**src/rtl/bist_pkg.sv**
```systemverilog
// Shared BIST definitions: controller FSM encoding, MISR polynomial and width,
// and the MISR next-state function reused by every compactor instance.
package bist_pkg;

    localparam int BIST_W = 8;
    localparam logic [BIST_W-1:0] BIST_POLY = 8'h1D;

    typedef enum logic [2:0] {
        S_IDLE  = 3'd0,
        S_SEED  = 3'd1,
        S_RUN   = 3'd2,
        S_FLUSH = 3'd3,
        S_CHECK = 3'd4,
        S_DONE  = 3'd5
    } bist_state_t;

    function automatic logic [BIST_W-1:0] misr_next(input logic [BIST_W-1:0] sig,
                                                    input logic [BIST_W-1:0] d);
        logic [BIST_W-1:0] shifted;
        shifted = {sig[BIST_W-2:0], 1'b0} ^ (sig[BIST_W-1] ? BIST_POLY : '0);
        return shifted ^ d;
    endfunction

endpackage

```
**src/rtl/bist_controller_misr.sv**
```systemverilog
// 8-bit multiple-input signature register; clr has priority over en so a new
// session always starts from a known seed.
module misr_8
    import bist_pkg::*;
#(
    parameter logic [BIST_W-1:0] RST_VAL = '0
) (
    input  logic              clk,
    input  logic              rst,
    input  logic              clr,
    input  logic [BIST_W-1:0] clr_val,
    input  logic              en,
    input  logic [BIST_W-1:0] d,
    output logic [BIST_W-1:0] sig
);

    always_ff @(posedge clk or posedge rst) begin
        if (rst) begin
            sig <= RST_VAL;
        end else if (clr) begin
            sig <= clr_val;
        end else if (en) begin
            sig <= misr_next(sig, d);
        end
    end

endmodule

```
**src/rtl/bist_controller.sv**
```systemverilog
// BIST session sequencer: holds/releases the pattern LFSR, compacts CUT responses
// delayed by CUT_LAT cycles, and grades the final signature against GOLDEN_SIG.
module bist_controller
    import bist_pkg::*;
#(
    parameter int                PATTERN_COUNT = 255,
    parameter int                CUT_LAT       = 0,
    parameter logic [BIST_W-1:0] MISR_SEED     = 8'h00,
    parameter logic [BIST_W-1:0] GOLDEN_SIG    = 8'h00
) (
    input  logic              clk,
    input  logic              rst,
    input  logic              start,
    input  logic [BIST_W-1:0] cut_resp,
    output logic              lfsr_rst,
    output logic              test_mode,
    output logic              busy,
    output logic              done,
    output logic              pass,
    output logic [BIST_W-1:0] signature,
    output logic [15:0]       pattern_cnt
);

    if (PATTERN_COUNT < 1 || PATTERN_COUNT > 65535) begin : g_bad_count
        $error("bist_controller: PATTERN_COUNT must be 1..65535");
    end
    if (CUT_LAT < 0 || CUT_LAT > 3) begin : g_bad_lat
        $error("bist_controller: CUT_LAT must be 0..3");
    end

    localparam logic [15:0] CNT_LAST   = 16'(PATTERN_COUNT - 1);
    localparam logic [1:0]  FLUSH_LAST = (CUT_LAT > 0) ? 2'(CUT_LAT - 1) : 2'd0;

    bist_state_t state_q, state_d;
    logic [1:0]  flush_cnt;
    logic        run_now;
    logic        misr_en;

    assign run_now = (state_q == S_RUN);

    always_comb begin
        state_d = state_q;
        unique case (state_q)
            S_IDLE:  if (start) state_d = S_SEED;
            S_SEED:  state_d = S_RUN;
            S_RUN:   if (pattern_cnt == CNT_LAST) state_d = (CUT_LAT > 0) ? S_FLUSH : S_CHECK;
            S_FLUSH: if (flush_cnt == FLUSH_LAST) state_d = S_CHECK;
            S_CHECK: state_d = S_DONE;
            S_DONE:  if (start) state_d = S_SEED;
            default: state_d = S_IDLE;
        endcase
    end

    always_ff @(posedge clk or posedge rst) begin
        if (rst) begin
            state_q <= S_IDLE;
        end else begin
            state_q <= state_d;
        end
    end

    // Outputs are decoded from the next state so they line up with the state register.
    always_ff @(posedge clk or posedge rst) begin
        if (rst) begin
            lfsr_rst    <= 1'b1;
            test_mode   <= 1'b0;
            busy        <= 1'b0;
            done        <= 1'b0;
            pass        <= 1'b0;
            pattern_cnt <= '0;
            flush_cnt   <= '0;
        end else begin
            lfsr_rst  <= (state_d != S_RUN);
            test_mode <= (state_d inside {S_SEED, S_RUN, S_FLUSH, S_CHECK});
            busy      <= (state_d inside {S_SEED, S_RUN, S_FLUSH, S_CHECK});
            done      <= (state_d == S_DONE);
            flush_cnt <= (state_q == S_FLUSH) ? flush_cnt + 2'd1 : 2'd0;

            if (state_d == S_SEED) begin
                pattern_cnt <= '0;
                pass        <= 1'b0;
            end else begin
                if (run_now && pattern_cnt != 16'hFFFF) pattern_cnt <= pattern_cnt + 16'd1;
                if (state_q == S_CHECK) pass <= (signature == GOLDEN_SIG);
            end
        end
    end

    // Stage boundary: RUN flag delayed to meet the CUT response it belongs to.
    if (CUT_LAT == 0) begin : g_no_lat
        assign misr_en = run_now;
    end else begin : g_lat
        logic [CUT_LAT-1:0] vld_p;
        always_ff @(posedge clk or posedge rst) begin
            if (rst) begin
                vld_p <= '0;
            end else begin
                vld_p[0] <= run_now;
                for (int i = 1; i < CUT_LAT; i++) vld_p[i] <= vld_p[i-1];
            end
        end
        assign misr_en = vld_p[CUT_LAT-1];
    end

    misr_8 #(
        .RST_VAL (MISR_SEED)
    ) u_misr (
        .clk     (clk),
        .rst     (rst),
        .clr     (state_d == S_SEED),
        .clr_val (MISR_SEED),
        .en      (misr_en),
        .d       (cut_resp),
        .sig     (signature)
    );

endmodule

```
**config.mk**
```make
export PLATFORM = sky130hd
export DESIGN_NAME = bist_controller
export DESIGN_NICKNAME = d
export VERILOG_FILES = /design/src/rtl/bist_pkg.sv /design/src/rtl/bist_controller_misr.sv /design/src/rtl/bist_controller.sv
export SDC_FILE = /design/constraint.sdc
export NUM_CORES = 1
export LEC_CHECK = 0
export CORE_ASPECT_RATIO = 0.5
export CORE_MARGIN = 2
export CORE_UTILIZATION = 57
export CTS_BUF_LIST = sky130_fd_sc_hd__clkbuf_8
export DETAILED_ROUTE_END_ITERATION = 7
export GPL_TIMING_DRIVEN = 0
export PLACE_DENSITY = 0.87
export SLEW_MARGIN = 0
export SYNTH_ARGS = -nofsm -noshare
export SYNTH_HDL_FRONTEND = slang
export SYNTH_HIERARCHICAL = 1
export SYNTH_SLANG_ARGS = --single-unit
export TNS_END_PERCENT = 20
```
**constraint.sdc**
```tcl
create_clock -name clk -period 3.9 [get_ports clk]
set_input_delay 0.78 -clock clk [delete_from_list [all_inputs] [get_ports clk]]
set_output_delay 0.78 -clock clk [all_outputs]
set_load 0.02 [all_outputs]
```
==> out/qor.csv, run 1 <==
metric,value,unit
relSlewSlack,35.4,%
fmax,374,MHz
ys_types,53,
place.detailed.instances,289,
setup_violations,0,
initialDrtViolationCount,116,
hold_buffer_count_at_cts,0,
cts_tree,yes,
hold_viol_final,0,
clock_tree.htree_level_count,2,
final_max_slew_viol_count,0,
number_of_port_buffers,39,
numCtsBuffers,5,
cts_repair_resize_count,0,
clkSinkCount,33,
route.detailed.drc,0,
setup_total_negative_slack,0,ps
worst_ir_drop_vdd,496,µV
ant_diodes,0,
stdcell_count,297,
via_count_of_the_first_global_routing_pass,1644,
flip_flop_cell_with_the_highest_count_after_synthesis,sky130_fd_sc_hd__dfrtp_1,
period_minus_slack,2680,ps
total_routing_usage_gr,25.2,%
total_power_per_unit_cell_area,598,nW/µm²
area.sequential,827,µm²
grt_antenna_before_repair,0,
drt_first_pass_iters,4,
grt_first_pass_wirelength,7500,µm
path_delay_family,buffers and inverters,
leakage_power,1.06,nW
synthesis.area_per_instance,9.64,µm²
final.setup_skew,3.25,ps
crit_path_end_kind,flop,
global_route.overflow_total,0,
tightest_slew,967,ps
cp_data_required_time,4060,ps
crit_path_max_incr_delay,560,ps
initial_core_util,62.4,%
i_o_pin_count,40,
placement_rows,14,
final.fill_count,215,
multi_input_area,1060,µm²
async_reset_ff_share,100,%
synthToLayoutAreaGrowth,29.0,%
synth_area,1960,µm²
max-cap-violations,0,
clockRootBuffer,sky130_fd_sc_hd__clkbuf_8,
critical_path_peak_fanout,10,
final_nets,270,
finalWeightedCongestion,0.830,
die_y,45.4,µm
crit_path_cell_trace,clkdlybuf4s50_1 -> nor3b_2 -> buf_2 -> buf_2 -> nor3b_1 -> a21oi_1 -> o211ai_1,
cts.reportedPaths.clkPinSlew,70,ps
most-common-layout-cells,"39 x sky130_fd_sc_hd__clkdlybuf4s50_1, 32 x sky130_fd_sc_hd__dfrtp_1, 17 x sky130_fd_sc_hd__a21oi_1",
detail_route.vias_per_cell,6.02,
crit_slowest_cell,sky130_fd_sc_hd__nor3b_2,
fp.dieArea,3950,µm²
seq_area_frac_synth,42.3,%
crit_path_class,in -> reg,
finalCritPeriodShare,68.6,%
drtAntennaViolNets,0,
most_frequent_standard_cell_in_the_layout_excluding_fill_and_tap_cells,sky130_fd_sc_hd__clkdlybuf4s50_1,
drt-wirelength-per-cell,15.4,µm
critical_path.n_buffers_inverters,3,
clkLatencyLatePin,290,ps
status,completed,
critical_path.most_common_cell,sky130_fd_sc_hd__buf_2,
detailroute.via_count,1787,
timing.critical_path.from_type,input port,
worst_min_path_class,reg -> reg,
yosys_register_bits,33,
ys.warnings.count,6,
netlist_instances,203,
share_of_cells_above_drive_strength_1,12.8,%
hpwl,3170,µm
synth-edff-count,0,
grt_start_max_net_pins,26,
routed_wirelength,4580,µm
die_w,86.9,µm
number_of_buffers_on_the_longest_clock_path,2,
core_area,3140,µm²
cts_post_setup_buffers_inserted,0,
critical_path_arrival,2840,ps
unrepaired_setup_endpoints_after_global_routing,no,
-- through the flow --
| stage | hold WS (ps) | power (W) | util, % | instance area [µm²] | setup WS, ps |
|---|---|---|---|---|---|
| after global placement | 413 | 0.00120 | 77.3 | 2420 | 1040 |
| after CTS | 443 | 0.00152 | 80.5 | 2520 | 1270 |
| final | 442 | 0.00151 | 80.5 | 2520 | 1220 |
| after global routing | 460 | 0.00160 | 80.5 | 2520 | 1110 |
| after floorplan | 402 | 0.000973 | - | 1980 | 1950 |
| after detailed placement | 424 | 0.00122 | 77.3 | 2420 | 971 |
-- layout make-up --
class / instances / share of cell area (%)
plain buffers: 9 / 2.48
clock buffers: 7 / 3.82
clock inverters: 1 / 0.198
inverters: 7 / 1.24
multi-input cells: 161 / 42.1
flip-flops and latches: 33 / 32.8
well taps: 40 / 1.98
repair buffers: 39 / 15.5
-- kinds of logic after synthesis --
group / after synthesis / share of synthesized area (%)
AO/OA/AOI/OAI: 47 / 14.5
XOR/XNOR: 9 / 4.03
adder cells (fa/ha/maj): 3 / 1.92
buffers and inverters: 16 / 4.79
flip-flops: 33 / 42.3
multiplexers: 10 / 5.18
other: 1 / 0.192
AND/OR/NAND/NOR: 84 / 27.2
-- synthesized netlist by cell type, types with 2 or more instances --
cell type,count,area share [%]
sky130_fd_sc_hd__dfrtp_1,32,41
sky130_fd_sc_hd__a21oi_1,17,4.3
sky130_fd_sc_hd__nand2_1,16,3.1
sky130_fd_sc_hd__nand3_1,11,2.8
sky130_fd_sc_hd__o21ai_0,11,2.8
sky130_fd_sc_hd__mux2i_1,9,4.6
sky130_fd_sc_hd__xor2_1,9,4.0
sky130_fd_sc_hd__nand4_1,7,2.2
sky130_fd_sc_hd__inv_1,6,1.2
sky130_fd_sc_hd__nor2_1,6,1.2
sky130_fd_sc_hd__buf_2,5,1.3
sky130_fd_sc_hd__nand2b_1,5,1.6
sky130_fd_sc_hd__o31ai_1,5,1.9
sky130_fd_sc_hd__or4_1,4,1.5
sky130_fd_sc_hd__and3_1,3,0.96
sky130_fd_sc_hd__ha_1,3,1.9
sky130_fd_sc_hd__nor3b_1,3,1.2
sky130_fd_sc_hd__nor4_1,3,0.96
sky130_fd_sc_hd__o211ai_1,3,1.2
sky130_fd_sc_hd__o41ai_1,3,1.3
sky130_fd_sc_hd__a21oi_2,2,0.90
sky130_fd_sc_hd__a31oi_1,2,0.64
sky130_fd_sc_hd__and2_1,2,0.64
sky130_fd_sc_hd__buf_4,2,0.77
sky130_fd_sc_hd__buf_6,2,1.2
sky130_fd_sc_hd__nand2_2,2,0.64
sky130_fd_sc_hd__nor3_1,2,0.51
sky130_fd_sc_hd__or2_0,2,0.64
sky130_fd_sc_hd__or4_4,2,1.2
-- routing by layer --
layer	global-route usage [%]	share of wire, %
met5	0	0
met4	9.69	0.96
met3	5.80	8.2
met2	43.4	50
met1	31.7	41
-- where the power goes --
part           leakage, nW  switching [W]  total, W  internal, W
combinational        0.568       0.000384  0.000706     0.000321
sequential           0.434      0.0000861  0.000518     0.000432
clock               0.0542       0.000128  0.000287     0.000160
-- sequential cells by signal, indices dropped and copies added (netlist names) --
register,flops
flush_cnt,2
lfsr_rst,1
state_q,3
busy,1
pattern_cnt,16
u_misr/sig,8
done,1
pass,1
-- path summary, 6_finish.rpt --
kind	start	end	slack, ps	cells after the start
worst max-delay path	start	u_misr/sig[2]$_DFFE_PP0P_	1220	7
worst min-delay path	flush_cnt[0]$_DFF_PP0_	flush_cnt[0]$_DFF_PP0_	440	1
worst max register to register	state_q[0]$_DFF_PP0_	u_misr/sig[2]$_DFFE_PP0P_	1540	8
worst min register to register	flush_cnt[0]$_DFF_PP0_	flush_cnt[0]$_DFF_PP0_	440	1
max in group asynchronous	rst	pattern_cnt[9]$_DFFE_PP0P_	2260	2
min in group asynchronous	rst	u_misr/sig[3]$_DFFE_PP0P_	780	2
No activity file was read; power rests on OpenSTA's default activity.
==> run 2, diff against run 1 <==
--- a/config.mk
+++ b/config.mk
@@ -7,11 +7,11 @@
 export LEC_CHECK = 0
 export CORE_ASPECT_RATIO = 0.5
 export CORE_MARGIN = 2
-export CORE_UTILIZATION = 57
+export CORE_UTILIZATION = 48
 export CTS_BUF_LIST = sky130_fd_sc_hd__clkbuf_8
 export DETAILED_ROUTE_END_ITERATION = 7
 export GPL_TIMING_DRIVEN = 0
-export PLACE_DENSITY = 0.87
+export PLACE_DENSITY = 0.78
 export SLEW_MARGIN = 0
 export SYNTH_ARGS = -nofsm -noshare
 export SYNTH_HDL_FRONTEND = slang
==> constraint.sdc (replaced) <==
create_clock -name clk -period 2.3 [get_ports clk]
set_input_delay 0.46 -clock clk [delete_from_list [all_inputs] [get_ports clk]]
set_output_delay 0.46 -clock clk [all_outputs]
set_load 0.02 [all_outputs]
==> run 2 against run 1 <==
  * Critical path depth is 1 higher
  * Die area rose by 17%
  * Power increased by 68%
  * Largest cell class unchanged
  * Highest routed layer unchanged
==> out/qor.csv, run 2 (synthesis gave the netlist of run 1 again) <==
metric,value,unit,change
critical_path_cell_count,8,,was 7
die_y,49.2,µm,was 45.4 µm
clock_tree.htree_level_count,2,,unchanged
numCtsBuffers,5,,unchanged
finalCritPeriodShare,86.2,%,
ant_diodes,0,,unchanged
cp_data_required_time,2460,ps,was 4060 ps
worst_min_path_class,reg -> reg,,unchanged
number_of_buffers_on_the_longest_clock_path,2,,unchanged
most_frequent_standard_cell_in_the_layout_excluding_fill_and_tap_cells,sky130_fd_sc_hd__clkdlybuf4s50_1,,unchanged
cts.reportedPaths.clkPinSlew,70,ps,about the same
i_o_pin_count,40,,unchanged
leakage_power,1.07,nW,was 1.06 nW
cts_tree,yes,,unchanged
initialDrtViolationCount,51,,was 116
total_power_per_unit_cell_area,995,nW/µm²,was 598 nW/µm²
die_w,94.3,µm,was 86.9 µm
max-cap-violations,0,,unchanged
fmax,505,MHz,
crit_path_cell_trace,buf_2 -> xor2_1 -> nor3b_4 -> buf_2 -> buf_2 -> nor3b_1 -> a21oi_1 -> o211ai_1,,was clkdlybuf4s50_1 -> nor3b_2 -> buf_2 -> buf_2 -> nor3b_1 -> a21oi_1 -> o211ai_1
timing.critical_path.from_type,flop,,was input port
most-common-layout-cells,"39 x sky130_fd_sc_hd__clkdlybuf4s50_1, 32 x sky130_fd_sc_hd__dfrtp_1, 17 x sky130_fd_sc_hd__a21oi_1",,unchanged
critical_path.n_buffers_inverters,3,,unchanged
crit_path_max_incr_delay,380,ps,was 560 ps
routed_wirelength,4400,µm,was 4580 µm
initial_core_util,50.1,%,was 62.4%
final_max_slew_viol_count,0,,unchanged
final.setup.worst_slack,318,ps,was 1220 ps
tightest_slew,966,ps,was 967 ps
drtAntennaViolNets,0,,unchanged
status,completed,,unchanged
drt_first_pass_iters,4,,unchanged
global_route.overflow_total,0,,unchanged
r2r_cells,8,,unchanged
final.fill_count,330,,was 215
number_of_port_buffers,39,,unchanged
critical_path_peak_fanout,10,,unchanged
critical_path.most_common_cell,sky130_fd_sc_hd__buf_2,,unchanged
finalWeightedCongestion,0.901,,was 0.830
detail_route.vias_per_cell,5.56,,was 6.02
grt_antenna_before_repair,0,,unchanged
hold_buffer_count_at_cts,0,,unchanged
period_minus_slack,1980,ps,
route.detailed.drc,0,,unchanged
via_count_of_the_first_global_routing_pass,1691,,was 1644
hold_viol_final,0,,unchanged
most_flops_register,pattern_cnt,,unchanged
reg.largest.list,"pattern_cnt x16, u_misr/sig x8, state_q x3",,unchanged
final.setup_skew,6.74,ps,was 3.25 ps
synthToLayoutAreaGrowth,30.4,%,was 29.0%
largest_register_ffs,16,,unchanged
share_of_cells_above_drive_strength_1,12.7,%,was 12.8%
detailedPlace.worstSlack,-259,ps,was 971 ps
grt_first_pass_wirelength,7520,µm,was 7500 µm
relSlewSlack,35.6,%,was 35.4%
crit_slowest_cell,sky130_fd_sc_hd__dfrtp_1,,was sky130_fd_sc_hd__nor3b_2
core_area,3900,µm²,was 3140 µm²
path_delay_family,buffers and inverters,,unchanged
final_nets,272,,was 270
crit_path_class,reg -> reg,,was in -> reg
clockRootBuffer,sky130_fd_sc_hd__clkbuf_8,,unchanged
worst_ir_drop_vdd,714,µV,was 496 µV
total_routing_usage_gr,20.7,%,was 25.2%
timing.hold.worst_path_depth,1,,unchanged
clkLatencyLatePin,280,ps,was 290 ps
unrepaired_setup_endpoints_after_global_routing,no,,unchanged
clkSinkCount,33,,unchanged
detailroute.via_count,1739,,was 1787
hpwl,3200,µm,was 3170 µm
post-layout-total-power,0.00254,W,was 0.00151 W
fp.dieArea,4630,µm²,was 3950 µm²
drt-wirelength-per-cell,14.1,µm,was 15.4 µm
crit_path_end_kind,flop,,unchanged
critical_path_arrival,2140,ps,was 2840 ps
grt_start_max_net_pins,26,,unchanged
placement_rows,16,,was 14
setup_violations,0,,unchanged
run 2: cell types whose count changed in the layout (fill, tap and decap cells not counted), sizes merged:
cell	before	now
clkbuf	7	6
buf	9	11
clkinv	2	1
inv	6	8
run 2: worst register-to-register path, stage by stage, from the launching register on:
cell and delay [ps]:
sky130_fd_sc_hd__dfrtp_1 380, sky130_fd_sc_hd__buf_2 180, sky130_fd_sc_hd__xor2_1 200, sky130_fd_sc_hd__nor3b_4 250, sky130_fd_sc_hd__buf_2 290, sky130_fd_sc_hd__buf_2 240, sky130_fd_sc_hd__nor3b_1 70, sky130_fd_sc_hd__a21oi_1 150
sky130_fd_sc_hd__o211ai_1 110
run 2: layout make-up:
class / count / area, µm² / area share, %
Multi-Input combinational cell: 161 / 1070 / 41.9
Sequential cell: 33 / 827 / 32.4
Timing Repair Buffer: 41 / 405 / 15.9
Inverter: 7 / 31.3 / 1.23
Buffer: 9 / 62.6 / 2.45
Tap cell: 54 / 67.6 / 2.65
Clock buffer: 6 / 82.6 / 3.24
Clock inverter: 2 / 7.51 / 0.294
run 2: power by group:
group          total (W)  switching [W]  internal (W)
registers       0.000872       0.000141      0.000731
clock network   0.000440       0.000205      0.000235
logic            0.00123       0.000660      0.000568
total            0.00254        0.00101       0.00153
run 2: worst paths after layout:
check	slack (ps)	start	endpoint
hold reg to reg	430	flush_cnt[0]$_DFF_PP0_	flush_cnt[0]$_DFF_PP0_
setup reg to reg	320	state_q[0]$_DFF_PP0_	u_misr/sig[2]$_DFFE_PP0P_
max in group asynchronous	980	rst	pattern_cnt[14]$_DFFE_PP0P_
min in group asynchronous	450	rst	u_misr/sig[3]$_DFFE_PP0P_
setup / recovery	320	state_q[0]$_DFF_PP0_	u_misr/sig[2]$_DFFE_PP0P_
hold / removal	430	flush_cnt[0]$_DFF_PP0_	flush_cnt[0]$_DFF_PP0_
run 2: timing repair:
item                       CTS  global route
gates resized for setup      0             1
buffers inserted             0             2
setup endpoints to repair    0             8
run 2: layer usage:
metal	global-route usage, %	share of wire, %
met1	26.8	46
met5	0	0
met3	5.10	4.1
met2	34.8	49
met4	6.04	1.3
run 2: per-stage QoR:
stage | utilization (%) | area [µm²] | TNS [ps] | hold WS, ps | cells
global route | 65.4 | 2550 | 0 | 470 | 313
CTS | 64.8 | 2530 | 0 | 439 | 311
global placement | 62.5 | 2440 | -1640 | 414 | 303
detailed placement | 62.5 | 2440 | -1920 | 417 | 303
floorplan | - | 1980 | 0 | 276 | 210
finish | 65.4 | 2550 | 0 | 434 | 313
